### config.mk
export PLATFORM = sky130hd
export DESIGN_NAME = encoder8_3_rr
export DESIGN_NICKNAME = d
export VERILOG_FILES = /design/src/rtl/encoder8_3_rr.sv
export SDC_FILE = /design/constraint.sdc
export NUM_CORES = 1
export LEC_CHECK = 0
export ABC_CLOCK_PERIOD_IN_PS = 1640
export CORE_MARGIN = 3
export CORE_UTILIZATION = 40
export DETAILED_ROUTE_END_ITERATION = 7
export HOLD_SLACK_MARGIN = 0.06
export PLACE_DENSITY = 0.8
export SLEW_MARGIN = 20
export SYNTH_ARGS = -nofsm -noshare
export SYNTH_HDL_FRONTEND = slang
export SYNTH_SLANG_ARGS = --single-unit
### constraint.sdc
create_clock -name clk -period 1.64 [get_ports clk]
set_input_delay 0.246 -clock clk [delete_from_list [all_inputs] [get_ports clk]]
set_output_delay 0.246 -clock clk [all_outputs]
set_load 0.02 [all_outputs]
### src/rtl/encoder8_3_rr.sv
// encoder8_3_rr: registered 8-to-3 request encoder with sticky pending set,
// round-robin (or fixed) priority and a valid/ready output handshake.
//
// Ports:
//   clk      rising-edge clock
//   rst_n    synchronous active-low reset
//   req      [7:0] request lines, OR-ed into the pending set every edge
//   ready    consumer accepts idx this cycle
//   idx      [2:0] registered index of the granted source
//   valid    registered, idx is meaningful
//   pending  [7:0] registered sticky pending set
//
// Build option: define ENCODER_RR_EN for round-robin priority. When it is
// undefined, the lowest pending index always wins and no pointer is kept.

module encoder8_3_rr (
    input  logic       clk,
    input  logic       rst_n,
    input  logic [7:0] req,
    input  logic       ready,
    output logic [2:0] idx,
    output logic       valid,
    output logic [7:0] pending
);

    // The output state is just valid_q, named for readability.
    typedef enum logic {
        EMPTY   = 1'b0,
        PRESENT = 1'b1
    } state_t;

    state_t      state_q;
    state_t      state_d;
    logic [7:0]  pending_q;
    logic [7:0]  pending_d;
    logic [2:0]  idx_q;
    logic [2:0]  idx_d;

    logic        hs;
    logic        load;
    logic        any;
    logic [7:0]  clr;
    logic [7:0]  cand;
    logic [2:0]  base;
    logic [15:0] dbl;
    logic [7:0]  rot;
    logic [2:0]  off;
    logic [2:0]  pick;

    assign hs   = (state_q == PRESENT) & ready;
    assign load = (state_q == EMPTY) | ready;

    // The accepted bit is dropped from the candidates so it is never
    // re-issued on the same edge; a new req for it re-pends it below.
    assign clr  = hs ? (8'd1 << idx_q) : 8'd0;
    assign cand = pending_q & ~clr;
    assign any  = |cand;

`ifdef ENCODER_RR_EN
    logic [2:0] ptr_q;

    // After an accept the search starts just past the accepted index,
    // even on the accept edge itself (ptr_q only catches up next cycle).
    assign base = hs ? idx_q + 3'd1 : ptr_q;

    always_ff @(posedge clk) begin
        if (!rst_n) begin
            ptr_q <= 3'd0;
        end else if (hs) begin
            ptr_q <= idx_q + 3'd1;
        end
    end
`else
    assign base = 3'd0;
`endif

    // Rotate so that bit 'base' lands at position 0; the lowest set bit
    // of the rotated vector is then the first hit of the wrapped scan.
    assign dbl = {cand, cand} >> base;
    assign rot = dbl[7:0];

    always_comb begin
        off = 3'd0;
        for (int i = 7; i >= 0; i--) begin
            if (rot[i]) begin
                off = 3'(i);
            end
        end
    end

    // 3-bit add wraps 7 -> 0 naturally.
    assign pick = base + off;

    // Set wins over clear: a req on the accepted line re-pends it.
    assign pending_d = cand | req;

    // State register.
    always_ff @(posedge clk) begin
        if (!rst_n) begin
            state_q   <= EMPTY;
            pending_q <= 8'd0;
            idx_q     <= 3'd0;
        end else begin
            state_q   <= state_d;
            pending_q <= pending_d;
            idx_q     <= idx_d;
        end
    end

    // Next-state logic.
    always_comb begin
        state_d = state_q;
        idx_d   = idx_q;
        unique case (state_q)
            EMPTY: begin
                if (any) begin
                    state_d = PRESENT;
                end
            end
            PRESENT: begin
                if (ready) begin
                    state_d = any ? PRESENT : EMPTY;
                end
            end
            default: begin
                state_d = EMPTY;
            end
        endcase
        if (load) begin
            idx_d = any ? pick : 3'd0;
        end
    end

    // Outputs are pure register taps.
    always_comb begin
        valid   = (state_q == PRESENT);
        idx     = idx_q;
        pending = pending_q;
    end

endmodule

After elaboration in Yosys (flattened, before gate mapping):

Index checks and enable logic that the tools add are counted.

* flip-flop bits (word level): 12
* word-level logic and storage cells: 24

* shift-type cells: 1
* muxes and demuxes: 13
* bitwise logic cells: 6
* reduce and logical (&&, ||, !) cells: 1

Operator list (number)
* 3-bit 2-to-1 mux: 9
* 8-bit AND: 1
* 8-bit 2-to-1 mux: 1
* 8-bit NOT: 1
* 8-bit bitwise OR: 1
* 8-bit OR reduction: 1
* 1-bit by 3-bit << shifter with 8-bit output, first input constant: 1
* 1-bit 2-to-1 mux: 2
* 1-bit case mux with 2 select lines: 1
* 1-bit AND: 1
* 1-bit NOT: 1
* 1-bit bitwise OR: 1

Depth between registers and ports, before layout:

Gate-level depths: netlist (run 1).

* depth after elaboration: 13
* gate-level depth with buffers: 5
* depth with buffers taken out: 5

Worst setup path after synthesis (run 1):

Ideal clock, no wire load.

* path kind: register to register
* start: register state_q, in the netlist valid
* end: register idx_q[1], in the netlist idx[1]
* library setup time: 125 ps
* data arrival time: 1416 ps
* required time: 1515 ps
* path slack: 99 ps
* cell stages (with the launch flop): 6
* clock period less this slack: 1541 ps
* cell sequence: dfxtp_1 > nand3_2 > o21ai_1 > nand4_1 > o211ai_1 > o22ai_1

* longest elaborated chain between the ends: 13

Ends and longest elaborated chain
* start: declaration: RTL line 32 `state_t state_q;`
* start signal: assignment: RTL line 104 `state_q <= state_d;`
* 1-bit AND: RTL line 50 `assign hs = (state_q == PRESENT) & ready;`
* 8-bit 2-to-1 mux: RTL line 55 `assign clr = hs ? (8'd1 << idx_q) : 8'd0;`
* 8-bit NOT: RTL line 56 `assign cand = pending_q & ~clr;`
* 8-bit AND: RTL line 56
* 3-bit 2-to-1 mux (8 in a row): RTL line 85 `if (rot[i]) begin`
* 3-bit 2-to-1 mux: RTL line 130 `idx_d = any ? pick : 3'd0;`
* end signal: assignment: RTL line 106 `idx_q <= idx_d;`
* end: declaration: RTL line 36 `logic [2:0] idx_q;`

Parallel ways exist; a longest one is shown, timed or not.
A chain may end at the register's enable or synchronous reset.

Final worst setup path (run 1):

* start: register idx_q[1], in the netlist idx[1]
* end: output idx[1]

RTL lines
* end: declaration: RTL line 21 `output logic [2:0] idx,`

No word-level cell between the ends.

==> impl_metrics.env, run 1 <==
export IMPL_p_leak_nw=0.401
export IMPL_via_per_inst=5.49
export IMPL_place_ws_ps=-269
export IMPL_cts_buffers_inserted=3
export IMPL_grt_antenna_before_repair=0
export IMPL_cp_cell_sequence="clkdlybuf4s50_1"
export IMPL_ys_ff_latch=12
export IMPL_postPlaceCellArea_um2=865
export IMPL_worst_pin_slew_ps=344
export IMPL_core_mm2=0.00119
export IMPL_drv_slew=0
export IMPL_via_count=637
export IMPL_p_per_area_mw_per_mm2=790
export IMPL_setup_viol=0
export IMPL_max_freq_ghz=0.633
export IMPL_drtIter0Drc=27
export IMPL_stdcell_count=116
export IMPL_grt_total_usage_pct=17.9
export IMPL_drcViolationCount=0
export IMPL_worst_slack_ps=60.7
export IMPL_clockBufferDepth=2
export IMPL_final_net_count=115
export IMPL_htreeDepth=1
export IMPL_fillCellCount=89
export IMPL_drive_gt1_share_pct=22.5
export IMPL_cts_setup_buffers=0
export IMPL_clkSlewWorstSetupHoldPaths_ps=70
export IMPL_fin_crit_sh_pct=96.3
export IMPL_drv_cap=0
export IMPL_clock_skew_ps=2.12
export IMPL_fin_crit_ps=1580
export IMPL_crit_path_start_kind="flip-flop"
export IMPL_status="finished clean"
export IMPL_syn_area_um2=548
export IMPL_syn_area_per_cell_um2=8.18
export IMPL_grt_pass1_vias=596
export IMPL_clock_sinks=12
export IMPL_synth_nets=78
export IMPL_rsz0062_at_grt="false"
export IMPL_wirelength_mm=1.56
export IMPL_fin_util_pct=78.9
export IMPL_yosysWarnings=0
export IMPL_synth_seq_area_share_pct=43.8
export IMPL_dp_cells=113
export IMPL_area_growth_pct=70.8
export IMPL_numPortBuffers=22
export IMPL_worst_setup_path_end_kind="output port"
export IMPL_ys_types=21
export IMPL_hpwl_mm=1.13
export IMPL_fin_setup_tns_ps=0
export IMPL_start_util_pct=46.2
export IMPL_pin_count=23
export IMPL_synthCells=67
export IMPL_die_width_um=43.0
export IMPL_final_hold_violation_count=0
export IMPL_layout_commonest_cell="clkdlybuf4s50_1"
export IMPL_critical_path_max_fanout=4
export IMPL_multiInputGateArea_um2=325
export IMPL_drtAntennaViolNets=0
export IMPL_cpMaxStageDelayCell="clkdlybuf4s50_1"
export IMPL_relSlewSlack_pct=77.1
export IMPL_critPathMaxStageDelay_ps=640
export IMPL_wl_per_cell_um=13.4
export IMPL_die_h_um=43.0
export IMPL_irDropWorstVdd_v=0.000507
export IMPL_firstDrtPassIters=4
export IMPL_cts_tree="built"
export IMPL_grt_pass1_wl_mm=2.49
export IMPL_num_rows=12
export IMPL_cts_root_buffer="clkbuf_4"
export IMPL_stdcell_area_um2=936
export IMPL_diodes=0
export IMPL_holdCritPathClass="in2reg"
export IMPL_setup_worst_path_class="reg2out"
export IMPL_insertion_delay_ps=270
export IMPL_arrival_ps=1330
export IMPL_design_die_area_mm2=0.00185
export IMPL_hold_worst_slack_ps=513
export IMPL_cp_top_family="buffers and inverters"
export IMPL_mostFrequentLayoutCells="18 x clkdlybuf4s50_1, 11 x buf_4, 10 x dfxtp_1"
export IMPL_grt_overflow_total=0
export IMPL_critPathBufInv=1
export IMPL_p_total_mw=0.739
export IMPL_register_area_um2=243
export IMPL_crit_required_ps=1390
export IMPL_grt_max_degree=12
export IMPL_gp_congestion=0.815
==> routing by layer <==
metal | GRT usage (%) | up-vias | part of all wire, %
met1 | 21.5 | 292 | 45
met3 | 5.08 | 4 | 6.2
met2 | 29.6 | 26 | 48
met5 | 0 | - | 0
met4 | 7.23 | 0 | 1.1
li1 | - | 315 | -
==> final cells by class <==
type,instances,share of cell area [%]
clock buffers,3,2.41
inverters,6,2.41
multi-input cells,48,34.8
flip-flops and latches,12,25.9
well taps,14,1.87
repair buffers,33,32.6
==> registers in the layout (all words and copies together) (netlist names) <==
signal	cells
idx	3
valid	1
pending	8
==> synth_stat cells <==
library cell  count  share of area [%]
nor2b_1           1                1.1
o21ai_1           3                2.7
o21a_1            3                4.1
dfxtp_1          12                 44
nand3b_1          1                1.4
nand2b_1          3                3.4
inv_1             6                4.1
a31oi_1           1                1.1
o22ai_1           1                1.1
o211ai_1          3                4.1
nand4_1           2                2.3
o21ai_0           3                2.7
nand3_2           1                1.8
a21oi_1           6                5.5
nor3_1            1               0.91
nor2_1            7                4.8
nand3b_2          1                2.1
o31ai_2           2                4.6
nand2_1           7                4.8
clkbuf_1          1               0.68
a211oi_1          2                2.7
==> worst paths after layout <==
path,start,end,slack (ps),depth (start not counted)
worst max register to register,valid,idx[1],120,5
worst min-delay path,req[7],pending[7],510,3
worst max-delay path,idx[1],idx[1],60,1
worst min register to register,idx[1],idx[1],550,2
==> where the power goes <==
group	total (mW)	internal, mW	switching (mW)
Sequential	0.344	0.315	0.0297
Clock	0.182	0.0851	0.0973
Combinational	0.213	0.114	0.0987
==> kinds of logic (layout without fill, tap and decap cells) <==
logic type / count (synthesis) / in the layout / synth area share (%)
compound gates: 24 / 24 / 28.8
flops: 12 / 12 / 43.8
simple gates: 24 / 24 / 22.6
buf+inv: 7 / 42 / 4.79
==> timing repair <==
item	4_1_cts	5_1_grt
endpoints found under the setup margin	2	4
cloned	0	0
hold buffers	0	0
resized for setup	2	13
Note: power is estimated with default switching activity, not from simulation.
==> run 2, diff against run 1 <==
- MAX_ROUTING_LAYER: unset -> met4
- RECOVER_POWER: unset -> 50
==> run 2 against run 1 <==
Compared with the run above: via count is 0.78% lower; critical path type unchanged; non-clock buffer count stayed put; sequential power hardly changed; final cell count stayed put; clock-buffer cell count stayed put; total power hardly changed; worst setup slack worse by 4.2 ps; combinational power is 2% lower.
==> impl_metrics.env, run 2 (synthesis results as in run 1) <==
export IMPL_hpwl_mm=1.13
export IMPL_final_hold_violation_count=0
export IMPL_cpMaxStageDelayCell="clkdlybuf4s50_1"
export IMPL_setup_viol=0
export IMPL_critPathMaxStageDelay_ps=640
export IMPL_status="finished clean"
export IMPL_mostFrequentLayoutCells="17 x clkdlybuf4s50_1, 10 x dfxtp_1, 8 x buf_4"
export IMPL_critPathBufInv=1
export IMPL_grt_total_usage_pct=18.1
export IMPL_die_width_um=43.0
export IMPL_cts_tree="built"
export IMPL_place_ws_ps=-269
export IMPL_max_freq_ghz=0.631
export IMPL_wirelength_mm=1.54
export IMPL_final_net_count=115
export IMPL_grt_antenna_before_repair=0
export IMPL_die_h_um=43.0
export IMPL_core_mm2=0.00119
export IMPL_hold_start="req[1]"
export IMPL_numPortBuffers=22
export IMPL_cts_root_buffer="clkbuf_4"
export IMPL_design_die_area_mm2=0.00185
export IMPL_grt_overflow_total=0
export IMPL_area_growth_pct=69.2
export IMPL_stdcell_count=116
export IMPL_cts_buffers_inserted=3
export IMPL_firstDrtPassIters=4
export IMPL_via_per_inst=5.45
export IMPL_crit_required_ps=1390
export IMPL_gp_congestion=0.827
export IMPL_insertion_delay_ps=280
export IMPL_drive_gt1_share_pct=22.5
export IMPL_critical_path_max_fanout=4
export IMPL_hold_path_depth=3
export IMPL_drv_cap=0
export IMPL_drv_slew=0
export IMPL_setup_worst_path_class="reg2out"
export IMPL_irDropWorstVdd_v=0.000508
export IMPL_p_total_mw=0.739
export IMPL_clock_sinks=12
export IMPL_grt_pass1_wl_mm=2.48
export IMPL_drtAntennaViolNets=0
export IMPL_reg2regPathDepth=5
export IMPL_postPlaceCellArea_um2=865
export IMPL_worst_pin_slew_ps=346
export IMPL_grt_pass1_vias=597
export IMPL_wl_per_cell_um=13.3
export IMPL_dp_cells=113
export IMPL_cts_hold_fix_buffers=0
export IMPL_grt_max_degree=12
export IMPL_cp_top_family="buffers and inverters"
export IMPL_rsz0062_at_grt="false"
export IMPL_fin_util_pct=78.2
export IMPL_layout_commonest_cell="clkdlybuf4s50_1"
export IMPL_stdcell_area_um2=927
export IMPL_drtIter0Drc=26
export IMPL_p_leak_nw=0.389
export IMPL_start_util_pct=46.2
export IMPL_holdCritPathClass="in2reg"
export IMPL_fin_crit_ps=1580
export IMPL_num_rows=12
export IMPL_cts_setup_buffers=0
export IMPL_drcViolationCount=0
export IMPL_worst_setup_path_end_kind="output port"
export IMPL_pin_count=23
export IMPL_fin_crit_sh_pct=96.6
export IMPL_crit_path_start_kind="flip-flop"
export IMPL_min_delay_worst_endpoint="pending[1]"
export IMPL_clock_skew_ps=2.66
export IMPL_clockBufferDepth=2
export IMPL_worst_slack_ps=56.4
export IMPL_r2r_start="valid"
export IMPL_r2r_slack_ps=110
export IMPL_p_per_area_mw_per_mm2=797
export IMPL_arrival_ps=1340
export IMPL_via_count=632
export IMPL_r2r_end="idx[1]"
export IMPL_fillCellCount=92
export IMPL_htreeDepth=1
export IMPL_largest_reg_flops=8
export IMPL_relSlewSlack_pct=76.9
export IMPL_diodes=0
export IMPL_clkSlewWorstSetupHoldPaths_ps=70
export IMPL_cp_cell_sequence="clkdlybuf4s50_1"
[run 2: cell count changes in the layout (fill, tap and decap cells not counted), sizes merged]
cell,change
clkbuf,+4
buf,-3
clkdlybuf4s50,-1
dlygate4sd3,+1
dlymetal6s2s,-1
[run 2: where the power goes]
group	switching (mW)	leakage [nW]	internal, mW
sequential	0.0294	0.101	0.315
combinational	0.0982	0.274	0.111
clock	0.100	0.0138	0.0853
[run 2: repair_timing]
item | CTS | global route
gates resized for setup | 2 | 13
endpoints found under the setup margin | 2 | 4
endpoints found under the hold margin | 0 | 0
[run 2: area by class of cell]
cell class | instances | area [um2] | area share [%]
Inverter | 6 | 22.5 | 2.43
Tap cell | 14 | 17.5 | 1.89
Multi-Input combinational cell | 48 | 325 | 35.1
Clock buffer | 3 | 22.5 | 2.43
Timing Repair Buffer | 33 | 297 | 32.0
Sequential cell | 12 | 243 | 26.2
[run 2: through the flow]
step           hold WS [ps]  setup TNS (ps)
6_report                507               0
5_1_grt                 522               0
4_1_cts                 515               0
3_5_place_dp            510            -963
3_3_place_gp            500            -740
2_1_floorplan           367               0
[run 2: how the worst max path moves through the flow]
stage	start	end	cells after the start
6_report	idx[1]	idx[1]	1
5_1_grt	idx[1]	idx[1]	1
4_1_cts	ready	idx[1]	6
3_5_place_dp	ready	idx[1]	6
3_3_place_gp	ready	idx[1]	6
2_1_floorplan	valid	idx[1]	5
[run 2: metal layers]
layer,track usage (%),share of wire [%],vias up
met1,21.5,45,280
met2,29.6,46,30
met4,7.23,1.7,0
met5,-,0,-
li1,-,-,317
met3,3.81,6.9,5
